[config.mk]
export PLATFORM = sky130hd
export DESIGN_NAME = fpu_div_rtl
export DESIGN_NICKNAME = d
export VERILOG_FILES = /design/src/rtl/fpu_div_rtl.sv
export SDC_FILE = /design/constraint.sdc
export NUM_CORES = 1
export LEC_CHECK = 0
export CORE_MARGIN = 1.5
export CORE_UTILIZATION = 63
export CTS_CLUSTER_SIZE = 40
export DETAILED_ROUTE_END_ITERATION = 8
export DONT_BUFFER_PORTS = 1
export GPL_TIMING_DRIVEN = 1
export PLACE_DENSITY = 0.79
export SETUP_SLACK_MARGIN = 0.4
export SLEW_MARGIN = 20
export SYNTH_ARGS = -nofsm -noshare
export SYNTH_HDL_FRONTEND = slang
export SYNTH_SLANG_ARGS = --single-unit
export TNS_END_PERCENT = 10
[constraint.sdc]
create_clock -name clk -period 5.26 [get_ports clk]
set_input_delay 1.052 -clock clk [delete_from_list [all_inputs] [get_ports clk]]
set_output_delay 1.052 -clock clk [all_outputs]
set_load 0.01 [all_outputs]
[src/rtl/fpu_div_rtl.sv]
// Multi-cycle IEEE-754 binary32 divider (radix-2 restoring), fixed 30-cycle latency.
// Optional `FPU_DIV_FLAGS_EN` adds a flags[4:0] = {invalid, divzero, overflow, underflow, inexact} port.
module fpu_div_rtl (
  input  logic        clk,
  input  logic        reset,
  input  logic [31:0] din1,
  input  logic [31:0] din2,
  input  logic        valid,
  output logic [31:0] result,
  output logic        ready
`ifdef FPU_DIV_FLAGS_EN
  ,
  output logic [4:0]  flags
`endif
);

  typedef enum logic [2:0] {S_IDLE, S_UNPACK, S_DIVIDE, S_ROUND, S_DONE} state_t;

  localparam logic [31:0] QNAN = 32'h7FC00000;

  state_t             state_q, state_d;
  logic               phase_q, phase_d;
  logic [4:0]         cnt_q, cnt_d;
  logic [31:0]        a_q, a_d, b_q, b_d;
  logic [4:0]         lza_q, lza_d, lzb_q, lzb_d;
  logic               sign_q, sign_d;
  logic               special_q, special_d;
  logic [31:0]        spec_res_q, spec_res_d;
  logic signed [9:0]  exp_q, exp_d;
  logic [23:0]        ma_q, ma_d, mb_q, mb_d;
  logic [25:0]        rem_q, rem_d, quo_q, quo_d;
  logic [23:0]        mant_q, mant_d;
  logic               g_q, g_d, s_q, s_d;
  logic [31:0]        result_q, result_d;
`ifdef FPU_DIV_FLAGS_EN
  logic [1:0]         spec_flg_q, spec_flg_d;
  logic [4:0]         flags_q, flags_d;
`endif

  function automatic logic [4:0] lzc24(input logic [23:0] v);
    logic [4:0] n;
    logic       found;
    n     = 5'd24;
    found = 1'b0;
    for (int i = 23; i >= 0; i--) begin
      if (!found && v[i]) begin
        n     = 5'(23 - i);
        found = 1'b1;
      end
    end
    return n;
  endfunction

  // Round-to-nearest-even on a normalized 24-bit mantissa; returns {exp, frac}.
  function automatic logic [32:0] rne_round(input logic [23:0] mant, input logic g,
                                            input logic s, input logic signed [9:0] e);
    logic              inc;
    logic [24:0]       sum;
    logic signed [9:0] eo;
    logic [22:0]       frac;
    inc = g & (s | mant[0]);
    sum = {1'b0, mant} + {24'd0, inc};
    if (sum[24]) begin
      eo   = e + 10'sd1;
      frac = sum[23:1];
    end else begin
      eo   = e;
      frac = sum[22:0];
    end
    return {eo, frac};
  endfunction

  function automatic logic [31:0] sat_pack(input logic sign, input logic signed [9:0] e,
                                           input logic [22:0] frac);
    if (e >= 10'sd255)     return {sign, 8'hFF, 23'd0};
    else if (e <= 10'sd0)  return {sign, 31'd0};
    else                   return {sign, e[7:0], frac};
  endfunction

  logic [7:0]        a_exp, b_exp;
  logic [22:0]       a_frac, b_frac;
  logic              a_nan, b_nan, a_inf, b_inf, a_zero, b_zero, sgn;
  logic signed [9:0] ea_eff, eb_eff;
  logic [23:0]       ma_n, mb_n;
  logic              ge;
  logic [25:0]       rem_sub;
  logic [32:0]       rnd;
  logic signed [9:0] rnd_exp;
  logic [22:0]       rnd_frac;

  assign a_exp  = a_q[30:23];
  assign b_exp  = b_q[30:23];
  assign a_frac = a_q[22:0];
  assign b_frac = b_q[22:0];
  assign a_nan  = (a_exp == 8'hFF) && (a_frac != 23'd0);
  assign b_nan  = (b_exp == 8'hFF) && (b_frac != 23'd0);
  assign a_inf  = (a_exp == 8'hFF) && (a_frac == 23'd0);
  assign b_inf  = (b_exp == 8'hFF) && (b_frac == 23'd0);
  assign a_zero = (a_exp == 8'h00) && (a_frac == 23'd0);
  assign b_zero = (b_exp == 8'h00) && (b_frac == 23'd0);
  assign sgn    = a_q[31] ^ b_q[31];

  // Subnormals get their leading zeros shifted out, leaving an effective exponent below 1.
  assign ma_n   = {(a_exp != 8'h00), a_frac} << lza_q;
  assign mb_n   = {(b_exp != 8'h00), b_frac} << lzb_q;
  assign ea_eff = (a_exp == 8'h00) ? (10'sd1 - $signed({5'd0, lza_q})) : $signed({2'b00, a_exp});
  assign eb_eff = (b_exp == 8'h00) ? (10'sd1 - $signed({5'd0, lzb_q})) : $signed({2'b00, b_exp});

  assign ge      = rem_q >= {2'b00, mb_q};
  assign rem_sub = ge ? (rem_q - {2'b00, mb_q}) : rem_q;

  assign rnd      = rne_round(mant_q, g_q, s_q, exp_q);
  assign rnd_exp  = $signed(rnd[32:23]);
  assign rnd_frac = rnd[22:0];

`ifdef FPU_DIV_FLAGS_EN
  logic invalid_c, divzero_c, ovf_c, unf_c;
  assign invalid_c = (a_nan & ~a_frac[22]) | (b_nan & ~b_frac[22]) |
                     (a_zero & b_zero) | (a_inf & b_inf);
  assign divzero_c = b_zero & ~a_zero & ~a_inf & ~a_nan;
  assign ovf_c     = rnd_exp >= 10'sd255;
  assign unf_c     = rnd_exp <= 10'sd0;
`endif

  always_comb begin
    state_d    = state_q;
    phase_d    = phase_q;
    cnt_d      = cnt_q;
    a_d        = a_q;
    b_d        = b_q;
    lza_d      = lza_q;
    lzb_d      = lzb_q;
    sign_d     = sign_q;
    special_d  = special_q;
    spec_res_d = spec_res_q;
    exp_d      = exp_q;
    ma_d       = ma_q;
    mb_d       = mb_q;
    rem_d      = rem_q;
    quo_d      = quo_q;
    mant_d     = mant_q;
    g_d        = g_q;
    s_d        = s_q;
    result_d   = result_q;
`ifdef FPU_DIV_FLAGS_EN
    spec_flg_d = spec_flg_q;
    flags_d    = flags_q;
`endif
    case (state_q)
      S_IDLE: begin
        if (valid) begin
          a_d     = din1;
          b_d     = din2;
          phase_d = 1'b0;
          state_d = S_UNPACK;
        end
      end
      S_UNPACK: begin
        if (!phase_q) begin
          lza_d     = (a_exp == 8'h00) ? lzc24({1'b0, a_frac}) : 5'd0;
          lzb_d     = (b_exp == 8'h00) ? lzc24({1'b0, b_frac}) : 5'd0;
          sign_d    = sgn;
          special_d = 1'b1;
          if (a_nan || b_nan)                        spec_res_d = QNAN;
          else if ((a_zero && b_zero) || (a_inf && b_inf)) spec_res_d = QNAN;
          else if (b_zero || a_inf)                  spec_res_d = {sgn, 8'hFF, 23'd0};
          else if (a_zero || b_inf)                  spec_res_d = {sgn, 31'd0};
          else begin
            special_d  = 1'b0;
            spec_res_d = 32'h0;
          end
`ifdef FPU_DIV_FLAGS_EN
          spec_flg_d = {invalid_c, divzero_c};
`endif
          phase_d = 1'b1;
        end else begin
          ma_d    = ma_n;
          mb_d    = mb_n;
          exp_d   = ea_eff - eb_eff + 10'sd127;
          rem_d   = {2'b00, ma_n};
          quo_d   = 26'd0;
          cnt_d   = 5'd0;
          phase_d = 1'b0;
          state_d = S_DIVIDE;
        end
      end
      // One restoring step per cycle: quotient bits 25 down to 0.
      S_DIVIDE: begin
        rem_d = rem_sub << 1;
        quo_d = {quo_q[24:0], ge};
        cnt_d = cnt_q + 5'd1;
        if (cnt_q == 5'd25) state_d = S_ROUND;
      end
      S_ROUND: begin
        if (!phase_q) begin
          if (quo_q[25]) begin
            mant_d = quo_q[25:2];
            g_d    = quo_q[1];
            s_d    = quo_q[0] | (rem_q != 26'd0);
          end else begin
            mant_d = quo_q[24:1];
            g_d    = quo_q[0];
            s_d    = rem_q != 26'd0;
            exp_d  = exp_q - 10'sd1;
          end
          phase_d = 1'b1;
        end else begin
          result_d = special_q ? spec_res_q : sat_pack(sign_q, rnd_exp, rnd_frac);
`ifdef FPU_DIV_FLAGS_EN
          flags_d = special_q ? {spec_flg_q, 3'b000}
                              : {2'b00, ovf_c, unf_c, g_q | s_q | ovf_c | unf_c};
`endif
          phase_d = 1'b0;
          state_d = S_DONE;
        end
      end
      S_DONE:  state_d = S_IDLE;
      default: state_d = S_IDLE;
    endcase
  end

  always_ff @(posedge clk or negedge reset) begin
    if (!reset) begin
      state_q    <= S_IDLE;
      phase_q    <= 1'b0;
      cnt_q      <= 5'd0;
      a_q        <= 32'h0;
      b_q        <= 32'h0;
      lza_q      <= 5'd0;
      lzb_q      <= 5'd0;
      sign_q     <= 1'b0;
      special_q  <= 1'b0;
      spec_res_q <= 32'h0;
      exp_q      <= 10'sd0;
      ma_q       <= 24'd0;
      mb_q       <= 24'd0;
      rem_q      <= 26'd0;
      quo_q      <= 26'd0;
      mant_q     <= 24'd0;
      g_q        <= 1'b0;
      s_q        <= 1'b0;
      result_q   <= 32'h0;
`ifdef FPU_DIV_FLAGS_EN
      spec_flg_q <= 2'b00;
      flags_q    <= 5'd0;
`endif
    end else begin
      state_q    <= state_d;
      phase_q    <= phase_d;
      cnt_q      <= cnt_d;
      a_q        <= a_d;
      b_q        <= b_d;
      lza_q      <= lza_d;
      lzb_q      <= lzb_d;
      sign_q     <= sign_d;
      special_q  <= special_d;
      spec_res_q <= spec_res_d;
      exp_q      <= exp_d;
      ma_q       <= ma_d;
      mb_q       <= mb_d;
      rem_q      <= rem_d;
      quo_q      <= quo_d;
      mant_q     <= mant_d;
      g_q        <= g_d;
      s_q        <= s_d;
      result_q   <= result_d;
`ifdef FPU_DIV_FLAGS_EN
      spec_flg_q <= spec_flg_d;
      flags_q    <= flags_d;
`endif
    end
  end

  assign result = result_q;
  assign ready  = (state_q == S_DONE);
`ifdef FPU_DIV_FLAGS_EN
  assign flags  = flags_q;
`endif

endmodule

==> impl_results.md, run 1 <==
* Synth unique cells at 79
* Synth warn at 0
* Root buf cell: clkbuf_16
* Net count, final at 1731
* RSZ-0062 raised after global routing: false
* GR met2 Demand/Resource at 0.5345
* # hold bufs at CTS at 0
* Clock transition at path regs at 0.07 ns
* Relative max-transition margin at 0.2804
* H-Tree Depth at 1
* Die extent in x at 157.5 µm
* Syn-to-layout area delta at 7.369%
* Ant diodes at 0
* Final critical-path share of the clock period at 0.8236
* Total GRT Usage at 0.3132
* Num CTS Buffers at 26
* Post CTS Setup Buffer Count at 0
* Initial core utilization at 0.6409
* Pint at 6305 µW
* Crit path capture type: flop
* Syn nets at 1788
* # setup viols final at 0
* 1st-iter DRT viols at 1003
* Largest net degree at the start of global routing at 233
* Critical path required time at 5.71 ns
* Ports at 100
* I/O Buffers at 0
* First-pass iteration count of the detailed router at 5
* Number of flops mapped to enable cells by yosys at 0
* Max Slew Vio Count at 0
* Busiest grt layer: met2
* Worst-Margin Slew at 1.071 ns
* Startpoint types: flop
* Synth area leaders: dfrtp_1 39%, mux2i_1 5.5%, mux2_2 4.9%, nand2_1 4.8%, o21ai_0 4.4%
* Fmax at 230.8 MHz
* Max Cap Viol at 0
* Pwr Density at 708.9 nW/µm²
* GRT met1 Usage at 0.4100
* Most frequent cells in the layout: 232 x dfrtp_1, 191 x nand2_1, 133 x nor2_1, 132 x o21ai_0, 129 x a21oi_1
* Routed via count at 12.69k
* Min-Delay Path Class: in2async
* Most common cell after layout, fill and taps aside: dfrtp_1
* Switching share of power at 0.4493
* Avg WL per Cell at 19.56 µm
* Mapped Area at 15040 µm²
* Tot Pwr at 11450 µW
* PostCTS Resize Cnt at 0
* CTS tree: done
* Die H at 157.5 µm
* Post-Syn Instances at 1670
* Final-layout fill cell count at 1853
* Leak at 0.006562 µW
* Comb pwr share at 0.518
* Initial antenna violation count at 0
* First-pass GRT wire length at 62390 µm
* GRT overflow at 0
* Worst R2R Path Depth at 14
* GR Util met3 at 0.04681
* Std cell rows at 56
* Clock latency on the worst-skew pair at 0.54 ns
* Crit path max fanout at 7
* Post-synthesis sequential area ratio at 0.3859
* Core area at 23470 µm²
* Drt total wl at 38170 µm
* Synth top area share at 0.3859
* Area leader, netlist: dfrtp_1
* Status: complete, no violations
* Vias per inst at 6.501
* Hold Slack at 0.2100 ns
* Final Skew at 0.01888 ns
* Crit Path Class: reg2reg
* Post-synth top flop: dfrtp_1
* Vias in the first global route at 12.18k
* Switch Pwr at 5145 µW
* DR DRC count at 0
* Clock sink count at 232
* Final Hold Fails at 0
* GPL Wtd Cong at 0.9082
* Layout cell share with drive strength beyond 1 at 0.1115
* Antenna Nets Post-Route at 0
* Setup TNS at 0 ns
* Post-DP HPWL at 26710 µm
* Clock buffer depth at 3
* Die ar. at 24820 µm²
* Sequential Power Share at 0.307
* Clock share of power at 0.175
* Final core utilization at 0.6882
* Ys async rst share at 1.000
* Mapped Avg Cell Area at 9.009 µm²
* Critical Path AT at 4.79 ns
* Peak supply drop at 0.4313 mV
* Tmin final at 4.332 ns
* FF+latch count, synth at 232
## state kept, by name (all words and copies together) (netlist names), 3 cells and up
name and cells:
a_q 32, b_q 32, result 32, quo_q 26, rem_q 26, mant_q 24
mb_q 24, exp_q 10, cnt_q 5, lza_q 5, lzb_q 5, spec_res_q 3
state_q 3
## metrics by stage
step | cells | setup slack, ns | instance area (µm²)
floorplan | 1670 | 1.548 | 15040
global placement | 1904 | 1.092 | 15190
detailed placement | 1904 | 1.004 | 15190
CTS | 1952 | 0.9672 | 16150
global route | 1952 | 0.6646 | 16150
finish | 1952 | 0.9280 | 16150
## layer usage
metal	up-vias	wire length [µm]
met3	78	2162
li1	6001	-
met2	442	18440
met5	-	0
met1	6168	16440
met4	0	1127
## final cells by class
type | count | area [µm²] | area share
clock buffer | 38 | 797.0 | 0.04934
inverter | 63 | 236.5 | 0.01464
multi-input combinational | 1269 | 8589 | 0.5318
sequential | 232 | 5806 | 0.3594
clock inverter | 10 | 167.7 | 0.01038
timing repair buffer | 21 | 157.7 | 0.009760
tap | 319 | 399.1 | 0.02471
## synthesized netlist by cell type (8+ instances only)
library cell  instances
o31a_1               10
a31oi_1              13
a211oi_1             43
xnor2_1              34
nor2_1              135
a22oi_1               8
mux4_2               18
or3_1                 8
nand4_1              21
o21ai_0             132
buf_2                11
nor2b_1              12
a221oi_1              8
buf_1                16
nor4_1               23
nand3_1              38
o211ai_1             11
a21o_1               14
mux2_2               66
and3_1               13
nand2_1             191
inv_1                58
ha_1                 49
nor3_1               32
dfrtp_1             232
xor2_1               17
a32o_1               13
o21bai_1              8
mux2i_1              82
a21oi_1             129
o22ai_1              20
clkbuf_1             76
a22o_1               13
o21a_1               11
## path summary, 6_finish.rpt
| path | endpoint | slack [ns] | from |
|---|---|---|---|
| min reg2reg | sign_q | 0.49 | sign_q |
| min in group clk | sign_q | 0.49 | sign_q |
| min | result[26] | 0.21 | reset |
| max | exp_q[8] | 0.93 | a_q[28] |
| max reg2reg | exp_q[8] | 0.93 | a_q[28] |
| max in group asynchronous | a_q[0] | 4.76 | reset |
## cell families after synthesis
group | Yosys count | share of synthesized area
compound gates | 477 | 0.2008
xor+xnor | 51 | 0.02969
fa+ha+maj | 51 | 0.04341
simple gates | 524 | 0.1648
flops | 232 | 0.3859
buf+inv | 169 | 0.04458
mux | 166 | 0.1309
## power groups by stage
stage / combinational [µW] / clock [µW] / sequential (µW)
6_report: 5930 / 2010 / 3520
4_1_cts: 5850 / 2020 / 3490
5_1_grt: 6550 / 2100 / 3640
3_3_place_gp: 5630 / 0 / 3460
2_1_floorplan: 4690 / 0 / 3160
3_5_place_dp: 5790 / 0 / 3510
## worst max-delay path, stage by stage, from the launching register on
cell,delay (ns)
dfrtp_1,0.40
or4_1,0.54
nor4_1,0.37
nor2b_1,0.60
a21o_1,0.21
ha_1,0.23
ha_1,0.23
a21o_1,0.17
a21oi_1,0.24
o21bai_1,0.09
a21oi_1,0.22
nor2b_1,0.08
or4b_2,0.60
o31a_1,0.13
o21ai_0,0.14
Note: power is estimated with default switching activity, not from simulation.
==> run 2, diff against run 1 <==
Settings changed: CORE_UTILIZATION 63 to 59, PLACE_DENSITY 0.79 to 0.78.
Clock period 5.26 ns to 3.8 ns, I/O delays scaled along.
==> run 2 against run 1 <==
  * The flow now finishes with violations (hold timing)
  * Non-clock buffer count rose by 19
  * Die area is 6.7% higher
  * Register-to-register slack worse by 0.59 ns
  * Combinational power is 48% higher
  * Sequential power grew 40%
  * Final area rose by 1.4%
  * Via count grew 0.57%
  * Routed wire length is 3.6% higher
==> impl_results.md, run 2 (synthesis results as in run 1) <==
* Crit path max fanout at 3 (was 7)
* Final Skew at 0.01300 ns (was 0.01888 ns)
* Routed via count at 12.76k (was 12.69k)
* Max Slew Vio Count at 0 (unchanged)
* Top delay family on crit path: simple AND/OR/NAND/NOR gates (unchanged)
* Final Worst Setup Slack at 0.3345 ns (was 0.9280 ns)
* CP bufs+invs at 1 (was 0)
* Initial antenna violation count at 1 (was 0)
* Num CTS Buffers at 26 (unchanged)
* Avg WL per Cell at 19.98 µm (was 19.56 µm)
* Status: complete, but fails checks (was complete, no violations)
* Clock latency on the worst-skew pair at 0.54 ns (about the same)
* Peak supply drop at 0.6165 mV (was 0.4313 mV)
* Die H at 162.7 µm (was 157.5 µm)
* H-Tree Depth at 1 (unchanged)
* Post-DP HPWL at 28760 µm (was 26710 µm)
* RSZ-0062 raised after global routing: true (was false)
* GR met2 Demand/Resource at 0.4766 (was 0.5345)
* Hold Slack at -0.06474 ns (was 0.2100 ns)
* Ant diodes at 0 (unchanged)
* GPL Wtd Cong at 0.9582 (was 0.9082)
* CP peak stage delay at 0.55 ns (was 0.60 ns)
* Initial core utilization at 0.5992 (was 0.6409)
* Busiest grt layer: met2 (unchanged)
* 1st-iter DRT viols at 1075 (was 1003)
* Final critical-path share of the clock period at 0.9120 (was 0.8236)
* Total GRT Usage at 0.2986 (was 0.3132)
* Worst-Margin Slew at 1.001 ns (was 1.071 ns)
* Most frequent cells in the layout: 232 x dfrtp_1, 191 x nand2_1, 131 x nor2_1, 130 x o21ai_0, 124 x a21oi_1 (was 232 x dfrtp_1, 191 x nand2_1, 133 x nor2_1, 132 x o21ai_0, 129 x a21oi_1)
* Slowest CP cell: or4_4 (was nor2b_1)
* First-pass GRT wire length at 63100 µm (was 62390 µm)
* Clock transition at path regs at 0.06 ns (was 0.07 ns)
* Critical path required time at 4.25 ns (was 5.71 ns)
* Relative max-transition margin at 0.3314 (was 0.2804)
* Vias per inst at 6.445 (was 6.501)
* Std cell rows at 58 (was 56)
* Most common cell after layout, fill and taps aside: dfrtp_1 (unchanged)
* Syn-to-layout area delta at 8.841% (was 7.369%)
* Min-Delay Path Class: in2async (unchanged)
* Drt total wl at 39550 µm (was 38170 µm)
* Die extent in x at 162.7 µm (was 157.5 µm)
* CTS tree: done (unchanged)
* Crit Path Class: reg2reg (unchanged)
* I/O Buffers at 0 (unchanged)
* Pre-CTS setup slack at 0.1681 ns (was 1.004 ns)
* Leak at 0.006624 µW (was 0.006562 µW)
* Largest net degree at the start of global routing at 233 (unchanged)
* GR Util met3 at 0.05093 (was 0.04681)
* GRT met1 Usage at 0.4081 (was 0.4100)
* Antenna Nets Post-Route at 0 (unchanged)
* Die ar. at 26470 µm² (was 24820 µm²)
* DR DRC count at 0 (unchanged)
* GRT overflow at 0 (unchanged)
* Clock buffer depth at 3 (unchanged)
* Final Hold Fails at 144 (was 0)
* Setup TNS at 0 ns (unchanged)
* Ports at 100 (unchanged)
* Net count, final at 1750 (was 1731)
* Violated checks: hold timing
* Crit path capture type: flop (unchanged)
* Max Cap Viol at 0 (unchanged)
* Final-layout fill cell count at 2035 (was 1853)
* Core area at 25110 µm² (was 23470 µm²)
* Critical Path AT at 3.92 ns (was 4.79 ns)
* First-pass iteration count of the detailed router at 6 (was 5)
* Cell chain of the critical path: or4_4 -> nor4_4 -> nor2b_4 -> a21o_1 -> ha_4 -> ha_4 -> fa_2 -> a21oi_2 -> nor2_1 -> nor2_2 -> o21bai_1 -> a21oi_2 -> buf_4 -> xnor2_1 -> a2bb2oi_1 -> o21ai_0 (was or4_1 -> nor4_1 -> nor2b_1 -> a21o_1 -> ha_1 -> ha_1 -> a21o_1 -> a21oi_1 -> o21bai_1 -> a21oi_1 -> nor2b_1 -> or4b_2 -> o31a_1 -> o21ai_0)
* Fmax at 288.6 MHz (was 230.8 MHz)
* Vias in the first global route at 11.90k (was 12.18k)
* Root buf cell: clkbuf_16 (unchanged)
* Pwr Density at 995.7 nW/µm² (was 708.9 nW/µm²)
* Startpoint types: flop (unchanged)
* Clock sink count at 232 (unchanged)
* # setup viols final at 0 (unchanged)
* Layout cell share with drive strength beyond 1 at 0.1321 (was 0.1115)
* Tmin final at 3.465 ns (was 4.332 ns)
-- run 2: path summary, 6_finish.rpt --
path | start | endpoint | slack [ns] | depth (start not counted)
worst max-delay path | a_q[29] | exp_q[7] | 0.33 | 16
worst min-delay path | reset | result[28] | -0.06 | 0
worst max register to register | a_q[29] | exp_q[7] | 0.33 | 16
worst min register to register | mb_q[22] | mb_q[22] | 0.48 | 2
max in group asynchronous | reset | a_q[15] | 3.46 | 0
min in group clk | din2[14] | b_q[14] | 0.34 | 2
-- run 2: area by class of cell --
type | count | area [µm²] | share of cell area
multi-input cells | 1269 | 8727 | 0.5330
flip-flops and latches | 232 | 5806 | 0.3545
clock buffers | 34 | 730.7 | 0.04462
well taps | 330 | 412.9 | 0.02522
repair buffers | 40 | 304.0 | 0.01857
inverters | 63 | 237.7 | 0.01452
clock inverters | 12 | 156.4 | 0.009551
-- run 2: stage by stage --
step / hold WS (ns) / area, µm² / total power, µW / cells / utilization
2_1_floorplan: 0.4453 / 15100 / 10950 / 1670 / -
3_3_place_gp: 0.4635 / 15350 / 13090 / 1927 / 0.6112
3_5_place_dp: 0.4709 / 15350 / 13300 / 1927 / 0.6112
4_1_cts: -0.08706 / 16300 / 16050 / 1977 / 0.6491
5_1_grt: -0.08602 / 16370 / 17430 / 1980 / 0.6521
6_report: -0.06474 / 16370 / 16300 / 1980 / 0.6521
-- run 2: report_power, final --
group | total, µW | internal [µW] | leakage [µW] | switching [µW]
clock | 2570 | 1550 | 0.000425 | 1020
sequential | 4930 | 3510 | 0.00289 | 1420
combinational | 8800 | 3790 | 0.00331 | 5010
total | 16300 | 8850 | 0.00662 | 7450
-- run 2: what timing repair did --
item | 4_1_cts | 5_1_grt
resized for setup | 7 | 9
endpoints found under the setup margin | 3 | 35
pin swaps | 2 | 8
hold endpoints to repair | 232 | 232
gates cloned | 0 | 0
setup buffers | 4 | 3
-- run 2: metal layers --
metal  part of all wire  vias up
li1                   -     6039
met1               0.42     6111
met2               0.46      510
met3              0.076      101
met4              0.036        0
met5                  0        -
==> run 3, diff against run 2 <==
Settings changed: MAX_ROUTING_LAYER from default to met4.
==> run 3 against run 2 <==
  * The run still ends with hold timing left
  * Clock skew increased by 0.0065 ns
  * Global-route usage rose by 2.4 points
  * Sequential share of layout area decreased by 0.25 points
  * Clock power increased by 5%
  * Final area rose by 0.70%
  * Final cell count up 0.30%
==> impl_results.md, run 3 (synthesis results as in run 1) <==
* Final-layout fill cell count at 2075 (was 2035)
* Total GRT Usage at 0.3231 (was 0.2986)
* Die extent in x at 162.7 µm (unchanged)
* Relative max-transition margin at 0.3921 (was 0.3314)
* CP bufs+invs at 1 (unchanged)
* Leak at 0.006693 µW (was 0.006624 µW)
* Status: complete, but fails checks (unchanged)
* Cell chain of the critical path: or4_4 -> nor4_4 -> buf_4 -> a21o_1 -> ha_4 -> ha_4 -> a21o_1 -> a21oi_2 -> o21bai_1 -> a21oi_2 -> nor2b_2 -> or4b_4 -> o31a_1 -> o21ai_1 (was or4_4 -> nor4_4 -> nor2b_4 -> a21o_1 -> ha_4 -> ha_4 -> fa_2 -> a21oi_2 -> nor2_1 -> nor2_2 -> o21bai_1 -> a21oi_2 -> buf_4 -> xnor2_1 -> a2bb2oi_1 -> o21ai_0)
* GRT overflow at 0 (unchanged)
* Syn-to-layout area delta at 9.606% (was 8.841%)
* Largest net degree at the start of global routing at 233 (unchanged)
* Flop2flop setup slack at 0.35 ns (was 0.33 ns)
* Std cell rows at 58 (unchanged)
* Top delay family on crit path: simple AND/OR/NAND/NOR gates (unchanged)
* Initial antenna violation count at 0 (was 1)
* Most frequent cells in the layout: 232 x dfrtp_1, 191 x nand2_1, 131 x nor2_1, 129 x o21ai_0, 124 x a21oi_1 (was 232 x dfrtp_1, 191 x nand2_1, 131 x nor2_1, 130 x o21ai_0, 124 x a21oi_1)
* Violated checks: hold timing (unchanged)
* Sequential cell area at 5806 µm² (unchanged)
* Pwr Density at 1009 nW/µm² (was 995.7 nW/µm²)
* Startpoint types: flop (unchanged)
* Tmin final at 3.454 ns (was 3.465 ns)
* Final Hold Fails at 146 (was 144)
* Die H at 162.7 µm (unchanged)
* First-pass GRT wire length at 66210 µm (was 63100 µm)
* Initial core utilization at 0.5992 (unchanged)
* Most common cell after layout, fill and taps aside: dfrtp_1 (unchanged)
* # setup viols final at 0 (unchanged)
* Die ar. at 26470 µm² (unchanged)
* Avg WL per Cell at 20.70 µm (was 19.98 µm)
* Clock sink count at 232 (unchanged)
* Clock transition at path regs at 0.06 ns (about the same)
* Slowest CP cell: or4_4 (unchanged)
* Post-DP HPWL at 29660 µm (was 28760 µm)
* Peak supply drop at 0.6241 mV (was 0.6165 mV)
* Ant diodes at 0 (unchanged)
* Critical path required time at 4.27 ns (was 4.25 ns)
* CP peak stage delay at 0.54 ns (was 0.55 ns)
* CTS tree: done (unchanged)
* 1st-iter DRT viols at 1070 (was 1075)
* Crit Path Class: reg2reg (unchanged)
* Max Slew Vio Count at 0 (unchanged)
* Max Cap Viol at 0 (unchanged)
* Setup TNS at 0 ns (unchanged)
* Fmax at 289.5 MHz (was 288.6 MHz)
* Core area at 25110 µm² (unchanged)
* Ports at 100 (unchanged)
* RSZ-0062 raised after global routing: true (unchanged)
* First-pass iteration count of the detailed router at 6 (unchanged)
* Final Skew at 0.01948 ns (was 0.01300 ns)
* Vias per inst at 6.499 (was 6.445)
* Layout cell share with drive strength beyond 1 at 0.1365 (was 0.1321)
* DP Area at 15370 µm² (was 15350 µm²)
* Antenna Nets Post-Route at 0 (unchanged)
* GPL Wtd Cong at 1.012 (was 0.9582)
* Crit path max fanout at 3 (unchanged)
* H-Tree Depth at 1 (unchanged)
* Worst-Margin Slew at 0.9118 ns (was 1.001 ns)
* I/O Buffers at 0 (unchanged)
* Final critical-path share of the clock period at 0.9091 (was 0.9120)
* Clock buffer depth at 3 (unchanged)
* Min-Delay Path Class: in2async (unchanged)
* Num CTS Buffers at 26 (unchanged)
* Clock latency on the worst-skew pair at 0.54 ns (about the same)
* DR DRC count at 0 (unchanged)
* Critical Path AT at 3.92 ns (about the same)
* Hold Slack at -0.07990 ns (was -0.06474 ns)
* Routed via count at 12.91k (was 12.76k)
* Root buf cell: clkbuf_16 (unchanged)
* Final design area excluding fillers at 16490 µm² (was 16370 µm²)
* Multi-input gate area at 8743 µm² (was 8727 µm²)
* Net count, final at 1757 (was 1750)
* Drt total wl at 41120 µm (was 39550 µm)
* Vias in the first global route at 12.20k (was 11.90k)
* Crit path capture type: flop (unchanged)
==> run 3: cell count changes in the layout (fill, tap and decap cells not counted), moves of 3 or more <==
cell,previous run,this run
clkbuf_8,5,8
buf_4,39,46
clkinvlp_4,4,1
clkinv_2,5,2
==> run 3: path summary, 6_finish.rpt <==
kind | startpoint | to | depth (start not counted)
setup / recovery | a_q[29] | exp_q[8] | 14
hold / removal | reset | exp_q[8] | 0
setup reg to reg | a_q[29] | exp_q[8] | 14
hold reg to reg | mb_q[10] | mb_q[10] | 2
max in group asynchronous | reset | b_q[17] | 0
min in group clk | din1[19] | a_q[19] | 2
==> run 3: final cells by class <==
| cell class | count | area share |
|---|---|---|
| clock buffer | 38 | 0.04704 |
| clock inverter | 7 | 0.009030 |
| sequential | 232 | 0.3521 |
| timing repair buffer | 47 | 0.02216 |
| multi-input combinational | 1269 | 0.5302 |
| inverter | 63 | 0.01442 |
| tap | 330 | 0.02504 |
==> run 3: layer usage <==
| layer | part of all wire | global-route usage | wire [µm] |
|---|---|---|---|
| met5 | 0 | - | 0 |
| met4 | 0.034 | 0.1051 | 1400 |
| met3 | 0.071 | 0.04202 | 2925 |
| met2 | 0.46 | 0.5033 | 19100 |
| met1 | 0.43 | 0.4391 | 17690 |
==> run 3: stage by stage <==
stage / total power, µW / setup WS [ns] / hold slack, ns / cells / util
after global routing: 17790 / 0.2053 / -0.09989 / 1986 / 0.6567
after CTS: 16230 / 0.4015 / -0.08827 / 1976 / 0.6502
after detailed placement: 13400 / 0.1837 / 0.4709 / 1930 / 0.6121
final: 16630 / 0.3456 / -0.07990 / 1986 / 0.6567
after global placement: 13210 / 0.2849 / 0.4629 / 1930 / 0.6121
after floorplan: 10950 / 0.3874 / 0.4453 / 1670 / -
==> run 3: timing repair <==
action	in CTS	in global routing
setup buffers	1	9
endpoints found under the hold margin	232	232
resized for setup	5	13
pin swaps	2	14
setup endpoints to repair	4	36
==> run 3: power by group <==
part / switching [µW] / leakage [µW] / internal (µW) / total [µW]
clock network: 1030 / 0.000450 / 1680 / 2700
logic: 5080 / 0.00335 / 3860 / 8950
registers: 1470 / 0.00289 / 3510 / 4980
